$ cat config.mk
export PLATFORM = sky130hd
export DESIGN_NAME = irq_timer_bank
export DESIGN_NICKNAME = d
export VERILOG_FILES = /design/src/rtl/irq_timer_bank_pkg.sv /design/src/rtl/irq_timer_bank_timer_channel.sv /design/src/rtl/irq_timer_bank.sv
export SDC_FILE = /design/constraint.sdc
export NUM_CORES = 1
export LEC_CHECK = 0
export CAP_MARGIN = 30
export CORE_ASPECT_RATIO = 0.8
export CORE_UTILIZATION = 45
export CTS_CLUSTER_DIAMETER = 150
export DETAILED_ROUTE_END_ITERATION = 8
export GPL_TIMING_DRIVEN = 0
export HOLD_SLACK_MARGIN = 0.02
export PLACE_DENSITY = 0.64
export SLEW_MARGIN = 20
export SYNTH_ARGS = -nofsm -noshare
export SYNTH_HDL_FRONTEND = slang
export SYNTH_SLANG_ARGS = --single-unit
$ cat constraint.sdc
create_clock -name clk -period 2.9 [get_ports clk]
set_clock_uncertainty 0.05 [all_clocks]
set_input_delay 0.29 -clock clk [delete_from_list [all_inputs] [get_ports clk]]
set_output_delay 0.29 -clock clk [all_outputs]
set_load 0.005 [all_outputs]
$ cat src/rtl/irq_timer_bank_pkg.sv
// Shared definitions for the irq_timer_bank peripheral.
// Provides the per-channel register offsets, the CTRL bit indices, the
// global register offsets (relative to 4*NUM_CH) and the channel state type.
package irq_timer_bank_pkg;

  // Per-channel register offsets within the 4-word channel window.
  localparam int unsigned REG_RELOAD = 0;
  localparam int unsigned REG_CTRL   = 1;
  localparam int unsigned REG_COUNT  = 2;

  // CTRL register bit indices.
  localparam int unsigned CTRL_EN       = 0;
  localparam int unsigned CTRL_PERIODIC = 1;
  localparam int unsigned CTRL_IRQ_EN   = 2;

  // Global register offsets, relative to 4*NUM_CH.
  localparam int unsigned PENDING_OFS  = 0;
  localparam int unsigned PRESCALE_OFS = 1;

  typedef enum logic {
    CH_IDLE = 1'b0,
    CH_RUN  = 1'b1
  } ch_state_e;

endpackage

$ cat src/rtl/irq_timer_bank_timer_channel.sv
// One down-counting timer channel.
// Holds RELOAD, CTRL (EN is the IDLE/RUN state) and COUNT. On a prescaler
// tick while running it decrements COUNT, or expires when COUNT is already 0.
// Ports:
//   i_clk, i_reset_n   clock, synchronous active-low reset
//   i_tick             prescaler tick
//   i_we_reload        write strobe for RELOAD, data on i_wdata_reload
//   i_we_ctrl          write strobe for CTRL, data on i_wdata_ctrl
//   o_reload, o_count  current RELOAD and COUNT
//   o_ctrl             {IRQ_EN, PERIODIC, EN}
//   o_expire           one-cycle expiry pulse, consumed by the PENDING latch
module timer_channel
  import irq_timer_bank_pkg::*;
#(
  parameter int unsigned CNT_W = 16
) (
  input  logic             i_clk,
  input  logic             i_reset_n,
  input  logic             i_tick,
  input  logic             i_we_reload,
  input  logic             i_we_ctrl,
  input  logic [CNT_W-1:0] i_wdata_reload,
  input  logic [2:0]       i_wdata_ctrl,
  output logic [CNT_W-1:0] o_reload,
  output logic [CNT_W-1:0] o_count,
  output logic [2:0]       o_ctrl,
  output logic             o_expire
);

  ch_state_e        r_state;
  logic [CNT_W-1:0] r_reload;
  logic [CNT_W-1:0] r_count;
  logic             r_periodic;
  logic             r_irq_en;

  // A CTRL write in the same cycle as a tick takes priority, so the tick
  // is neither counted nor allowed to expire the channel that cycle.
  assign o_expire = (r_state == CH_RUN) && i_tick && !i_we_ctrl && (r_count == '0);

  assign o_reload = r_reload;
  assign o_count  = r_count;
  assign o_ctrl   = {r_irq_en, r_periodic, (r_state == CH_RUN)};

  always_ff @(posedge i_clk) begin
    if (!i_reset_n) begin
      r_state    <= CH_IDLE;
      r_reload   <= '0;
      r_count    <= '0;
      r_periodic <= 1'b0;
      r_irq_en   <= 1'b0;
    end else begin
      if (i_we_reload) begin
        r_reload <= i_wdata_reload;
      end
      if (i_we_ctrl) begin
        r_periodic <= i_wdata_ctrl[CTRL_PERIODIC];
        r_irq_en   <= i_wdata_ctrl[CTRL_IRQ_EN];
        if (i_wdata_ctrl[CTRL_EN]) begin
          // Only the 0->1 transition reloads; re-enabling a running channel is a no-op.
          if (r_state == CH_IDLE) begin
            r_count <= r_reload;
            r_state <= CH_RUN;
          end
        end else begin
          r_state <= CH_IDLE;
        end
      end else if ((r_state == CH_RUN) && i_tick) begin
        // Expiry is checked before decrementing, so COUNT never wraps.
        if (r_count == '0) begin
          if (r_periodic) begin
            r_count <= r_reload;
          end else begin
            r_state <= CH_IDLE;
          end
        end else begin
          r_count <= r_count - 1'b1;
        end
      end
    end
  end

endmodule

$ cat src/rtl/irq_timer_bank.sv
// Multi-channel programmable timer / interrupt source on the CPU bus.
// Holds the shared prescaler, the PENDING latch, address decode and the
// registered read mux; NUM_CH timer_channel instances do the counting.
// Ports:
//   clk, reset  clock, synchronous active-low reset
//   addr        word-indexed register address
//   we, wdata   write strobe and data
//   re, rdata   read strobe and registered read data
//   irq         per-channel level interrupt, PENDING & IRQ_EN delayed one cycle
module irq_timer_bank
  import irq_timer_bank_pkg::*;
#(
  parameter int unsigned NUM_CH = 8,
  parameter int unsigned CNT_W  = 16,
  parameter int unsigned PRE_W  = 16,
  parameter int unsigned ADDR_W = 6
) (
  input  logic              clk,
  input  logic              reset,
  input  logic [ADDR_W-1:0] addr,
  input  logic              we,
  input  logic              re,
  input  logic [15:0]       wdata,
  output logic [15:0]       rdata,
  output logic [NUM_CH-1:0] irq
);

  localparam int unsigned A_PENDING  = 4 * NUM_CH + PENDING_OFS;
  localparam int unsigned A_PRESCALE = 4 * NUM_CH + PRESCALE_OFS;

  logic [31:0]                  w_addr;
  logic                         w_tick;
  logic                         w_we_pre;
  logic [NUM_CH-1:0]            w_clr;
  logic [NUM_CH-1:0]            w_expire;
  logic [NUM_CH-1:0]            w_irq_en;
  logic [NUM_CH-1:0][CNT_W-1:0] w_reload;
  logic [NUM_CH-1:0][CNT_W-1:0] w_count;
  logic [NUM_CH-1:0][2:0]       w_ctrl;
  logic [15:0]                  w_rdata;

  logic [PRE_W-1:0]  r_prescale;
  logic [PRE_W-1:0]  r_pcnt;
  logic [NUM_CH-1:0] r_pending;
  logic [NUM_CH-1:0] r_irq;
  logic [15:0]       r_rdata;

  assign w_addr   = 32'(addr);
  assign w_tick   = (r_pcnt == r_prescale);
  assign w_we_pre = we && (w_addr == A_PRESCALE);
  assign w_clr    = (we && (w_addr == A_PENDING)) ? wdata[NUM_CH-1:0] : '0;

  for (genvar g = 0; g < NUM_CH; g++) begin : g_ch
    timer_channel #(
      .CNT_W(CNT_W)
    ) u_ch (
      .i_clk          (clk),
      .i_reset_n      (reset),
      .i_tick         (w_tick),
      .i_we_reload    (we && (w_addr == 4 * g + REG_RELOAD)),
      .i_we_ctrl      (we && (w_addr == 4 * g + REG_CTRL)),
      .i_wdata_reload (wdata[CNT_W-1:0]),
      .i_wdata_ctrl   (wdata[2:0]),
      .o_reload       (w_reload[g]),
      .o_count        (w_count[g]),
      .o_ctrl         (w_ctrl[g]),
      .o_expire       (w_expire[g])
    );
    assign w_irq_en[g] = w_ctrl[g][CTRL_IRQ_EN];
  end

  // Reserved and unmapped addresses fall through to zero.
  always_comb begin
    w_rdata = '0;
    for (int unsigned i = 0; i < NUM_CH; i++) begin
      if (w_addr == 4 * i + REG_RELOAD) w_rdata = 16'(w_reload[i]);
      if (w_addr == 4 * i + REG_CTRL)   w_rdata = 16'(w_ctrl[i]);
      if (w_addr == 4 * i + REG_COUNT)  w_rdata = 16'(w_count[i]);
    end
    if (w_addr == A_PENDING)  w_rdata = 16'(r_pending);
    if (w_addr == A_PRESCALE) w_rdata = 16'(r_prescale);
  end

  always_ff @(posedge clk) begin
    if (!reset) begin
      r_prescale <= '0;
      r_pcnt     <= '0;
      r_pending  <= '0;
      r_irq      <= '0;
      r_rdata    <= '0;
    end else begin
      if (w_we_pre) begin
        r_prescale <= wdata[PRE_W-1:0];
        r_pcnt     <= '0;
      end else if (w_tick) begin
        r_pcnt <= '0;
      end else begin
        r_pcnt <= r_pcnt + 1'b1;
      end
      // Expiry is OR-ed in after the clear so it wins a same-cycle W1C.
      r_pending <= (r_pending & ~w_clr) | w_expire;
      r_irq     <= r_pending & w_irq_en;
      if (re) begin
        r_rdata <= w_rdata;
      end
    end
  end

  assign rdata = r_rdata;
  assign irq   = r_irq;

endmodule

==> summary.txt <==
Critical path
  – Reg-to-reg endpoint: r_pending[5]
  – Most frequent CP cell: buf_4
  – Worst EP arrival: 3.38 ns
  – Reg2Reg Depth: 11
  – Type of origin of the critical path: primary input
  – Worst setup path class: primary input to register
  – Crit path largest cell delay: 0.54 ns
  – Largest delay contributor family on the critical path: buffers and inverters
  – Worst reg-to-reg setup slack: 0.01 ns
  – Crit-path max FO: 10
  – CP required: roughly 3.3 ns
  – Cells along the critical path: clkdlybuf4s50_1, buf_4, buf_4, buf_4, mux2i_1, nor3_1, nor3_1, o21ai_0, a31oi_1, o22ai_1
  – Setup crit end kind: register
  – RR Startpoint: r_prescale[7]
  – WP buf/inv: 4
  – Slowest CP cell: clkdlybuf4s50_1

STA
  – RSZ-0062 raised after global routing: true
  – Final Max Tran Viols: 0
  – Final setup viols: 7
  – Fin. Hold Viols: 0
  – Achievable Freq: 335.3 MHz
  – Fin worst setup slack: -0.08236 ns
  – Minimum clock period: approximately 3.0 ns
  – Worst-Margin Slew: ~1.2 ns
  – Worst rel slew slack: 22.73%
  – Final period util: 102.8%

Global route
  – Number of global-route vias before repair: about 20000
  – Gr ovfl total: 0
  – Initial antenna violation count: 5
  – Total GRT Usage: a little over two fifths
  – Largest net degree at the start of global routing: 14
  – First-pass GRT wire length: roughly 140000 µm

Hold path
  – Hold_sp: wdata[15]
  – Hold Path Depth: 3
  – Worst min path class: primary input to register
  – Hold EP: g_ch[1].u_ch.o_reload[15]

Final layout
  – Layout area overhead: 16.47%
  – Fill count: 4085
  – Post-layout utilization of the core: 53.62%
  – Reg area: between 6000 and 7000 µm²
  – Design Area, Final: 22660 µm²
  – Layout net count: approximately 2800
  – Share of layout cells above drive strength 1: about a tenth
  – Area of the multi-input gates: around 12000 µm²

Clock tree
  – CTS tree: built
  – # H-tree levels: 2
  – CTS Hold Bufs: 0
  – Clock latency at the later pin of the worst-skew pair: 0.58 ns
  – CTS Sinks: 344
  – Clk buf depth: 3
  – CTS buffer count: 40
  – Clk slew on worst S/H paths: 0.06 ns
  – Root Driver: clkbuf_16

Drt
  – Drt pass-1 iters: 7
  – WL per Instance: just under 30 µm
  – Antenna Violating Nets Remaining: 0
  – Initial DRC count: 3533
  – Via count: between 20000 and 25000
  – Vias/cell: approximately 6.8
  – Remaining DRCs: 0
  – Drt total wl: between 90000 and 100000 µm

Floorplanning
  – Core area: approximately 42000 µm²
  – Full die area: 44070 µm²
  – Row cnt: between 60 and 70
  – Top Ports: 50
  – Die width: around 230 µm
  – Die height: around 190 µm
  – Initial Utilization: between 40% and 50%

Pwr
  – Clock power share: around 50%
  – Sw Ratio: about a quarter
  – Pwr dens: approximately 500 nW/µm²
  – Peak supply drop: ~0.00052 V
  – Leak: just under 8 nW
  – Sequential fraction of design power: between 40% and 50%
  – Psw: ~2.9 mW
  – P_int: approximately 8.3 mW
  – Combinational cell fraction of total power: 8.0%

Placement
  – Worst slack at placement: -1.285 ns
  – Placer Congestion: approximately 1.1
  – Post-DP Area: 20670 µm²
  – Port Buffers: 31
  – Post-DP HPWL: 73660 µm

Synth
  – Top_reg_cell synth: dfxtp_1
  – Post-Synthesis Cell Area: 19450 µm²
  – Synth area leaders: dfxtp_1 (35%), nand2_1 (11%), a21oi_1 (9.0%)
  – Top-count cell post-synth: nand2_1
  – Synth top area share: between 30% and 40%
  – Syn Nets: between 2000 and 3000
  – Cells after Synth: roughly 2600
  – Number of library cell types mapped by synthesis: between 90 and 100
  – YS warnings: 0
  – Synth area leader: dfxtp_1
  – Synth top cells by count: nand2_1 (545), a21oi_1 (351), dfxtp_1 (344), nor2_1 (169), clkbuf_1 (161)
  – Mean Syn Cell Area: approximately 7.4 µm²
  – Flops & latches, synth: 344
  – Sequential area share after synthesis: 35.40%
  – Asr flop ratio synth: 0%
  – EDFF count, synth: 0

Run status
  – Status: complete, but fails checks
  – Failing checks: setup timing

Run
  – Max-cap violations: 0
==> stage by stage <==
stage | power (mW) | setup TNS (ns) | cells | hold WS [ns]
6_report | 11.25 | -0.2368 | 3329 | 0.04876
5_1_grt | 11.42 | -0.1752 | 3327 | 0.07178
4_1_cts | 11.17 | 0 | 3320 | 0.05041
3_5_place_dp | 5.667 | -134.70 | 3247 | 0.3974
3_3_place_gp | 5.630 | -140.22 | 3229 | 0.3985
2_1_floorplan | 5.226 | 0 | 2646 | 0.3863
==> layout by cell type, fill, tap and decap left out, drive strengths merged, types with 12 or more instances in the layout <==
master         instances
dfxtp                344
nand2                545
nor3                  86
and3                  37
o211ai                26
a211oi                23
a32o                  13
a31o                  17
o21ai                127
a221oi                15
clkdlybuf4s50         29
o32ai                 28
a21o                  49
mux2i                 32
nor4                  37
nor2                 171
buf                   82
o31ai                 26
and2                  22
o22ai                 15
xor2                  24
inv                   37
a31oi                 12
o221ai                14
a21oi                352
nand4                 17
or4                   13
ha                    17
clkbuf               212
o21a                  13
or3                   26
nand3                 88
a22oi                 23
==> logic make-up after synthesis <==
family | after synthesis | synth area share (%)
AOI/OAI and AO/OA | 850 | 28.10
xor gates and xnor gates | 33 | 1.486
adders and majority gates | 17 | 1.093
buffers and inverters | 251 | 5.467
DFF | 344 | 35.40
muxes | 39 | 2.052
and+or+nand+nor | 1112 | 26.40
==> per-layer routing <==
layer  up-vias  global-route usage, %  share of wire, %
met5         -                 0.6696             0.046
met4         4                  17.84               4.7
met3       283                  15.62                15
met2      1622                  58.38                39
met1     10830                  60.79                41
li1       9822                      -                 -
==> registers in the layout, summed over array words and instances (netlist names) <==
| register | count |
|---|---|
| g_ch.u_ch.o_count | 128 |
| g_ch.u_ch.o_reload | 128 |
| r_pcnt | 16 |
| r_prescale | 16 |
| rdata | 16 |
| g_ch.u_ch.r_irq_en | 8 |
| g_ch.u_ch.r_periodic | 8 |
| g_ch.u_ch.r_state | 8 |
| irq | 8 |
| r_pending | 8 |
==> worst register-to-register path: stages, from the launching register on <==
cell      delay [ns]
dfxtp_1         0.49
xor2_1          0.11
nor4_1          0.36
nand4_1         0.13
buf_4           0.18
buf_2           0.24
clkbuf_2        0.27
buf_8           0.21
clkbuf_4        0.25
nor4_1          0.36
a21oi_1         0.07
nor2_1          0.11
==> repair_timing <==
| action | 4_1_cts | 5_1_grt |
|---|---|---|
| hold endpoints to repair | 0 | 0 |
| setup endpoints to repair | 190 | 154 |
| pin swaps | 5 | 9 |
| buffers inserted | 4 | 4 |
| resized for setup | 59 | 83 |
==> power groups by stage <==
stage | clock network [mW] | registers [mW] | logic, mW
after floorplan | 0 | 4.87 | 0.359
after global placement | 0 | 4.88 | 0.753
after detailed placement | 0 | 4.88 | 0.790
after CTS | 5.57 | 4.77 | 0.819
after global routing | 5.76 | 4.77 | 0.890
final | 5.57 | 4.77 | 0.899
==> how the worst max path moves through the flow <==
| stage | from | to | slack [ns] | cells after the start |
|---|---|---|---|---|
| after CTS | r_prescale[7] | r_pcnt[8] | 0.001 | 10 |
| after global placement | addr[1] | rdata[13] | -1.51 | 10 |
| after detailed placement | addr[2] | rdata[6] | -1.29 | 10 |
| final | addr[1] | rdata[14] | -0.08 | 10 |
| after global routing | addr[1] | rdata[12] | -0.07 | 11 |
| after floorplan | g_ch[0].u_ch.o_count[6] | g_ch[0].u_ch.o_count[14] | 0.54 | 8 |
==> final cells by class <==
cell class              instances  share of cell area [%]
clock buffers                  52                   4.976
diodes                          2                 0.02209
flip-flops and latches        344                   30.41
multi-input cells            2051                   52.58
well taps                     552                   3.049
clock inverters                18                   1.209
plain buffers                 211                   4.357
inverters                      37                  0.6130
repair buffers                 62                   2.789
No activity file was read; power rests on OpenSTA's default activity.
